File: config.mk
export PLATFORM = sky130hd
export DESIGN_NAME = sha256_message_schedule_flat
export DESIGN_NICKNAME = d
export VERILOG_FILES = /design/src/rtl/sha256_pkg.sv /design/src/rtl/sha256_message_schedule_if.sv /design/src/rtl/sha256_sigma.sv /design/src/rtl/sha256_message_schedule.sv /design/src/flat_wrapper.sv
export SDC_FILE = /design/constraint.sdc
export NUM_CORES = 2
export LEC_CHECK = 0
export CORE_MARGIN = 5
export CORE_UTILIZATION = 40
export DETAILED_ROUTE_END_ITERATION = 8
export PLACE_DENSITY_LB_ADDON = 0.15
export REMOVE_ABC_BUFFERS = 1
export SYNTH_ARGS = -nofsm -noshare
export SYNTH_HDL_FRONTEND = slang
export SYNTH_SLANG_ARGS = --single-unit
File: constraint.sdc
create_clock -name clk -period 5.8 [get_ports clk]
set_clock_uncertainty 0.2 [all_clocks]
set_input_delay 1.16 -clock clk [delete_from_list [all_inputs] [get_ports clk]]
set_output_delay 1.16 -clock clk [all_outputs]
set_load 0.02 [all_outputs]
File: src/rtl/sha256_pkg.sv
// Shared SHA-256 definitions: schedule FSM states, schedule length and the
// sigma/Sigma bit-mixing functions used by the schedule and compression stages.
package sha256_pkg;

  localparam int unsigned NUM_WORDS = 64;
  localparam int unsigned WinWords  = 16;

  typedef enum logic [1:0] {
    StIdle,
    StLoad,
    StEmit,
    StDone
  } sched_state_e;

  function automatic logic [31:0] rotr(input logic [31:0] x, input int unsigned n);
    return (x >> n) | (x << (32 - n));
  endfunction

  function automatic logic [31:0] sigma0(input logic [31:0] x);
    return rotr(x, 7) ^ rotr(x, 18) ^ (x >> 3);
  endfunction

  function automatic logic [31:0] sigma1(input logic [31:0] x);
    return rotr(x, 17) ^ rotr(x, 19) ^ (x >> 10);
  endfunction

  function automatic logic [31:0] big_sigma0(input logic [31:0] x);
    return rotr(x, 2) ^ rotr(x, 13) ^ rotr(x, 22);
  endfunction

  function automatic logic [31:0] big_sigma1(input logic [31:0] x);
    return rotr(x, 6) ^ rotr(x, 11) ^ rotr(x, 25);
  endfunction

endpackage

File: src/rtl/sha256_message_schedule_if.sv
// Block-in / word-out handshake between preprocessor, schedule and compression.
interface sha256_message_schedule_if;

  logic [511:0] processedMsg;
  logic         beginSchedule;
  logic         advance;
  logic [31:0]  w_out;
  logic [5:0]   w_index;
  logic         w_valid;
  logic         done;

  modport master (
    output processedMsg, beginSchedule, advance,
    input  w_out, w_index, w_valid, done
  );

  modport slave (
    input  processedMsg, beginSchedule, advance,
    output w_out, w_index, w_valid, done
  );

endinterface

File: src/rtl/sha256_sigma.sv
// Next message-schedule word from the 16-word sliding window.
module sha256_sigma
  import sha256_pkg::*;
(
  input  logic [31:0] w0_i,
  input  logic [31:0] w1_i,
  input  logic [31:0] w9_i,
  input  logic [31:0] w14_i,
  output logic [31:0] w_next_o
);

  assign w_next_o = sigma1(w14_i) + w9_i + sigma0(w1_i) + w0_i;

endmodule

File: src/rtl/sha256_message_schedule.sv
// SHA-256 message schedule: captures one 512-bit block and streams W[0..63]
// through a valid/advance handshake using a 16-word sliding window.
module sha256_message_schedule
  import sha256_pkg::*;
(
  input  logic                       clk,
  input  logic                       n_rst,
  sha256_message_schedule_if.slave   bus
);

  localparam logic [5:0] LastIdx = 6'(NUM_WORDS - 1);

  sched_state_e                 state_q;
  logic [WinWords-1:0][31:0]    win_q;
  logic [5:0]                   t_q;
  logic                         valid_q;
  logic                         done_q;
  logic [31:0]                  w_next;

  sha256_sigma u_sigma (
    .w0_i     (win_q[0]),
    .w1_i     (win_q[1]),
    .w9_i     (win_q[9]),
    .w14_i    (win_q[14]),
    .w_next_o (w_next)
  );

  always_ff @(posedge clk or negedge n_rst) begin
    if (!n_rst) begin
      state_q <= StIdle;
      win_q   <= '0;
      t_q     <= '0;
      valid_q <= 1'b0;
      done_q  <= 1'b0;
    end else begin
      done_q <= 1'b0;
      unique case (state_q)
        StIdle: begin
          if (bus.beginSchedule) state_q <= StLoad;
        end
        StLoad: begin
          for (int i = 0; i < int'(WinWords); i++) begin
            win_q[i] <= bus.processedMsg[511 - 32*i -: 32];
          end
          t_q     <= '0;
          valid_q <= 1'b1;
          state_q <= StEmit;
        end
        StEmit: begin
          if (bus.advance) begin
            if (t_q == LastIdx) begin
              valid_q <= 1'b0;
              done_q  <= 1'b1;
              state_q <= StDone;
            end else begin
              for (int i = 0; i < int'(WinWords) - 1; i++) begin
                win_q[i] <= win_q[i+1];
              end
              win_q[WinWords-1] <= w_next;
              t_q               <= t_q + 6'd1;
            end
          end
        end
        StDone: begin
          state_q <= StIdle;
        end
        default: begin
          state_q <= StIdle;
        end
      endcase
    end
  end

  // Gate the data outputs so they read zero whenever no word is on offer.
  assign bus.w_out   = valid_q ? win_q[0] : 32'd0;
  assign bus.w_index = valid_q ? t_q : 6'd0;
  assign bus.w_valid = valid_q;
  assign bus.done    = done_q;

endmodule
File: src/flat_wrapper.sv
// flat-port wrapper written by rule: the top's interface ports become plain ports
module sha256_message_schedule_flat import sha256_pkg::*;
  (clk, n_rst, bus_processedMsg, bus_beginSchedule, bus_advance, bus_w_out, bus_w_index, bus_w_valid, bus_done);
  sha256_message_schedule_if bus_i ();
  input  logic clk;
  input  logic n_rst;
  input wire logic [$bits(bus_i.processedMsg)-1:0] bus_processedMsg;
  input wire logic [$bits(bus_i.beginSchedule)-1:0] bus_beginSchedule;
  input wire logic [$bits(bus_i.advance)-1:0] bus_advance;
  output wire logic [$bits(bus_i.w_out)-1:0] bus_w_out;
  output wire logic [$bits(bus_i.w_index)-1:0] bus_w_index;
  output wire logic [$bits(bus_i.w_valid)-1:0] bus_w_valid;
  output wire logic [$bits(bus_i.done)-1:0] bus_done;
  assign bus_i.processedMsg = bus_processedMsg;
  assign bus_i.beginSchedule = bus_beginSchedule;
  assign bus_i.advance = bus_advance;
  assign bus_w_out = bus_i.w_out;
  assign bus_w_index = bus_i.w_index;
  assign bus_w_valid = bus_i.w_valid;
  assign bus_done = bus_i.done;
  sha256_message_schedule u_core (.clk(clk), .n_rst(n_rst), .bus(bus_i));
endmodule
# Word level (Yosys, flattened, before mapping)
# Index checks and enable logic that the tools add are counted.
# classes
n_bitwise,8
mux,18
eq_ne,8
n_addsub,4
n_reduce_logical,5
# ops
operator,count
two-way mux 512 bit,2
one-hot mux 512 bit (2 select lines),1
adder 32 bit,3
bitwise XOR 32 bit,2
two-way mux 32 bit,1
OR 13 x 32 -> 32 bit,1
OR 14 x 32 -> 32 bit,1
OR 15 x 32 -> 32 bit,1
OR 25 x 32 -> 32 bit,1
bitwise XOR 32 x 22 -> 32 bit,1
bitwise XOR 32 x 29 -> 32 bit,1
two-way mux 6 bit,3
one-hot mux 6 bit (2 select lines),1
AND reduction 3 bit,3
one-hot mux 2 bit (4 select lines),1
"adder 6 x 1 -> 6 bit, second input constant",1
"== test 6 bit, second input constant",1
two-way mux 2 bit,3
"inequality test 2 bit, second input constant",3
two-way mux 1 bit,5
"== test 2 bit, second input constant",2
"== test 2 x 1 -> 1 bit, second input constant",1
logical NOT 2 bit,1
"inequality test 2 x 1 -> 1 bit, second input constant",1
other kinds (2),2
# word_totals
output_inout_bits,40
word_cells,63
reg_bits,522
in_bits,516

# Depth between registers and ports, before layout
# logic_depth
ltp_word,9
depth_mapped,17
depth_no_buf,16

# Modules after synthesis
# A second synthesis with hierarchy kept.
# unflattened
hier_cells,2916
hier_area_um2,27009.7
# modules_own_cells
mod,area_each_um2,n_inst,cells_per_inst,seq_area_each_um2
sha256_message_schedule,22564.1,1,2373,13062.5
sha256_sigma,4445.5,1,543,0.0

# Least setup slack after synthesis
# No wires, ideal clock.
# synth_timing
path_type,register to register
start,reg u_core.win_q[40] in the netlist's numbering
end,reg u_core.win_q[509] in the netlist's numbering
path_stages_with_launch,18
setup_ns,0.092
t_required_ns,5.508
path_slack_ns,1.686
synth_period_minus_slack_ns,4.114
n_path_buf,1
arrival_ns,3.822
cell_sequence,dfrtp_1 clkbuf_1 xnor2_1 xnor2_1 fa_1 inv_1 fa_1 inv_1 ha_1 inv_1 fa_1 and2b_1 o2111ai_2 a2111oi_4 o21a_1 o211a_1 nor3_1 o31ai_2
# synth_via
elab_chain_len,8
word_cells_on_any_way,9
cone_classes,2 x add/sub; 3 x mux; 4 x bitwise
# synth_lines
element,line,source
"start, declared",sha256_message_schedule.sv:14,logic [WinWords-1:0][31:0] win_q;
"start signal, assigned by index",sha256_message_schedule.sv:43,win_q[i] <= bus.processedMsg[511 - 32*i -: 32];
"start signal, assigned by index",sha256_message_schedule.sv:57,win_q[i] <= win_q[i+1];
"start signal, assigned by index",sha256_message_schedule.sv:59,win_q[WinWords-1] <= w_next;
OR 25 x 32 -> 32 bit or OR 14 x 32 -> 32 bit (tied branches),sha256_pkg.sv:16,return (x >> n) | (x << (32 - n));
bitwise XOR 32 bit,sha256_pkg.sv:20,"return rotr(x, 7) ^ rotr(x, 18) ^ (x >> 3);"
bitwise XOR 32 x 29 -> 32 bit *,sha256_pkg.sv:20,
adder 32 bit * (2 in a row),sha256_sigma.sv:12,assign w_next_o = sigma1(w14_i) + w9_i + sigma0(w1_i) + w0_i;
two-way mux 512 bit *,sha256_message_schedule.sv:51,if (t_q == LastIdx) begin
two-way mux 512 bit *,sha256_message_schedule.sv:50,if (bus.advance) begin
one-hot mux 512 bit (2 select lines) *,sha256_message_schedule.sv:37,unique case (state_q)
# Mark *: on every way between the ends. The rest lies on a longest branch, timed or not. The select of a mux whose other input is x is not followed.
# A chain may end at the register's enable or synchronous reset.

# Worst setup path in the final report
# layout_timing
start,reg u_core.win_q[468] in the netlist's numbering
end,reg u_core.win_q[511] in the netlist's numbering
# layout_via
elab_chain_len,9
word_cells_on_any_way,10
cone_classes,3 x add/sub; 3 x mux; 4 x bitwise
# layout_lines
element,line,source
OR 13 x 32 -> 32 bit or OR 15 x 32 -> 32 bit (tied branches),sha256_pkg.sv:16,
bitwise XOR 32 bit,sha256_pkg.sv:24,"return rotr(x, 17) ^ rotr(x, 19) ^ (x >> 10);"
bitwise XOR 32 x 22 -> 32 bit *,sha256_pkg.sv:24,
adder 32 bit * (3 in a row),sha256_sigma.sv:12,
two-way mux 512 bit *,sha256_message_schedule.sv:51,
two-way mux 512 bit *,sha256_message_schedule.sv:50,
one-hot mux 512 bit (2 select lines) *,sha256_message_schedule.sv:37,
# Marked as above.

==> out/metrics.csv <==
metric,value,unit
startpoint,u_core.win_q[468],
worstPathRequired,6.07,ns
ios,556,
routed_via_density,5.030,
gp_congestion,0.9185,
synth_ff_type,dfrtp_1,
nNetsFinal,3975,
drive_above_1_share,3.877,%
max_stage_delay,0.53,ns
cts_tree,built,
cp.arrival,5.03,ns
cts_root_buf,clkbuf_16,
outcome,"complete, no violations",
ys_seq_elements,522,
dr_total_vias,22020,
fill_cells,6484,
cp-start-kind,flop,
synthCells,2947,
mappedNetlistArea,28650,um^2
ant_nets,0,
synth.distinct_cells,55,
fin_crit_sh,81.96,%
hold_class,flop to flop,
worstPathCellList,xnor2_1 -> xnor2_1 -> fa_1 -> inv_1 -> fa_1 -> inv_1 -> ha_1 -> inv_1 -> fa_1 -> and2b_1 -> o2111ai_2 -> a2111oi_4 -> o31ai_2 -> a31oi_1 -> xnor2_1 -> o21ai_1,
drc_errors,0,
post_cts_buffers,0,
drt_iter0_markers,1663,
critPathTopFamily,adder cells,
wire_per_inst,21.70,um
die_height,277.6,um
totalWireLength,95010,um
clock_sinks,522,
antenna_found_initial,35,
clockBufferDepth,3,
dp_hpwl,72280,um
crit_type,flop to flop,
synth-async-reset-ratio,100.0,%
post_cts_resized,0,
port_buffers,555,
synth_top_cell_area_share,45.59,%
max_freq,0.2104,GHz
hp-start,u_core.win_q[199],
synth_compound_area_share,12.05,%
cp_max_fo,5,
gr-usage-all-layers,24.05,%
rows,98,
synthMuxAreaShare,17.29,%
yosysWarnings,0,
synth_xor_area_share,4.371,%
finalMaxSlewViolations,0,
grt_max_degree,195,
synthTopCellsByCount,"nand2_1 (535), dfrtp_1 (522), o21ai_0 (509), mux2i_1 (495), clkbuf_1 (166)",
h-tree-depth,2,
relSlewSlack,30.09,%
synthSimpleGateAreaFrac,9.436,%
area_growth,28.63,%
cp-end-kind,flop,
reg2reg_setup_slack,1.05,ns
ys_seq_area_share,45.59,%
synth_top_cell_by_area,dfrtp_1,
insertion_delay,0.63,ns
grt_pass1_wl,143400,um
synth_area_leaders,"dfrtp_1 (46%), mux2i_1 (17%), o21ai_0 (8.9%), nand2_1 (7.0%), fa_1 (4.3%)",
setup_viol_count_final,0,
avgSynthCellArea,9.723,um^2
synth_top_family_by_area,multiplexers,
grt-ovfl-total,0,
rsz0062_at_grt,false,
cts_made_buffers,60,
cts_hold_buf,0,
finalHoldViolCount,0,
grt_pass1_vias,23050,
place_area,34830,um^2
setup_ws,1.046,ns
die_w,277.6,um
fin_area,36860,um^2
coreArea,71240,um^2
dr.pass1.iters,5,
die_area,77090,um^2
setup_tns,0,ns
clk_pin_slew,0.06,ns
min_period,4.754,ns
dp_slack,1.111,ns
start_util,40.22,%
worst_pin_slew,1.049,ns
slowest_stage,a2111oi_4,
cap_violations,0,
r2r-start,u_core.win_q[468],
synth_edf_count,0,
cp_num_buf_inv,3,
post-synth-top-count-cell,nand2_1,
synth_fa_ha_area_share,5.860,%
registers in the layout, summed over array words and instances, names as in the netlist:
signal,cells
u_core.bus.done,1
u_core.bus.w_valid,1
u_core.state_q,2
u_core.t_q,6
u_core.win_q,512
through the flow:
stage | std cells | hold WS (ns) | util, %
final | 4378 | 0.2760 | 51.74
after global routing | 4374 | 0.2913 | 51.72
after CTS | 4355 | 0.2827 | 51.65
after detailed placement | 4250 | 0.2696 | 48.88
after global placement | 4250 | 0.2602 | 48.88
after floorplan | 2714 | 0.2496 | -
logic make-up after synthesis:
kind of cell | after synthesis
adders and majority gates | 97
muxes | 495
buffers and inverters | 383
and+or+nand+nor | 664
AOI/OAI and AO/OA | 643
xor gates and xnor gates | 143
DFF | 522
placed cells by master (no fill, tap or decap), types with 4 or more instances in the layout:
| master | netlist | routed |
|---|---|---|
| and2_1 | 38 | 38 |
| clkbuf_8 | 0 | 18 |
| clkbuf_16 | 0 | 61 |
| nor2_1 | 41 | 41 |
| clkdlybuf4s50_1 | 0 | 554 |
| fa_1 | 62 | 62 |
| o21a_1 | 5 | 5 |
| nand4_1 | 8 | 8 |
| mux2i_1 | 495 | 495 |
| or3_1 | 5 | 5 |
| nand3_1 | 8 | 8 |
| buf_12 | 0 | 13 |
| diode_2 | 0 | 23 |
| xor2_1 | 23 | 23 |
| xnor2_1 | 120 | 120 |
| ha_1 | 35 | 34 |
| nor3_1 | 6 | 6 |
| a21o_1 | 9 | 9 |
| clkbuf_1 | 166 | 17 |
| nand2_1 | 535 | 535 |
| o211ai_1 | 8 | 8 |
| a21oi_1 | 57 | 57 |
| a31oi_1 | 6 | 6 |
| buf_4 | 12 | 18 |
| dfrtp_1 | 522 | 522 |
| o21ai_0 | 509 | 509 |
| and3_1 | 12 | 12 |
| a211oi_1 | 5 | 5 |
| nor2b_1 | 4 | 4 |
| inv_1 | 150 | 150 |
| o21ai_1 | 14 | 14 |
layer usage:
| metal | up-vias | global-route usage (%) | part of all wire (%) |
|---|---|---|---|
| met2 | 528 | 39.35 | 48 |
| met4 | 24 | 8.558 | 3.3 |
| li1 | 10720 | - | - |
| met1 | 10580 | 31.14 | 43 |
| met5 | - | 0 | 0.16 |
| met3 | 165 | 6.203 | 6.1 |
tightest hold or removal path, cell delays in order (launching register included):
cell and delay (ns):
dfrtp_1 0.34, nand2_1 0.05, o21ai_0 0.06
cell type report:
class                   count  area [um^2]  area share [%]
multi-input cells        2042        14060           38.14
flip-flops and latches    522        13060           35.44
repair buffers            586         5956           16.16
clock buffers              96         1838           4.987
well taps                 950         1189           3.225
inverters                 150        563.0           1.528
clock inverters             9        135.1          0.3666
diodes                     23        57.56          0.1562
worst paths after layout:
| check | cells past startpoint | end |
|---|---|---|
| max | 16 | u_core.win_q[511] |
| min | 2 | u_core.win_q[199] |
| max reg2reg | 16 | u_core.win_q[511] |
| min reg2reg | 2 | u_core.win_q[199] |
| max in group asynchronous | 2 | u_core.win_q[210] |
| min in group asynchronous | 1 | u_core.win_q[165] |
Power is not shown: default switching activity piles up to over one toggle a cycle in this logic, so the estimate is an artifact.
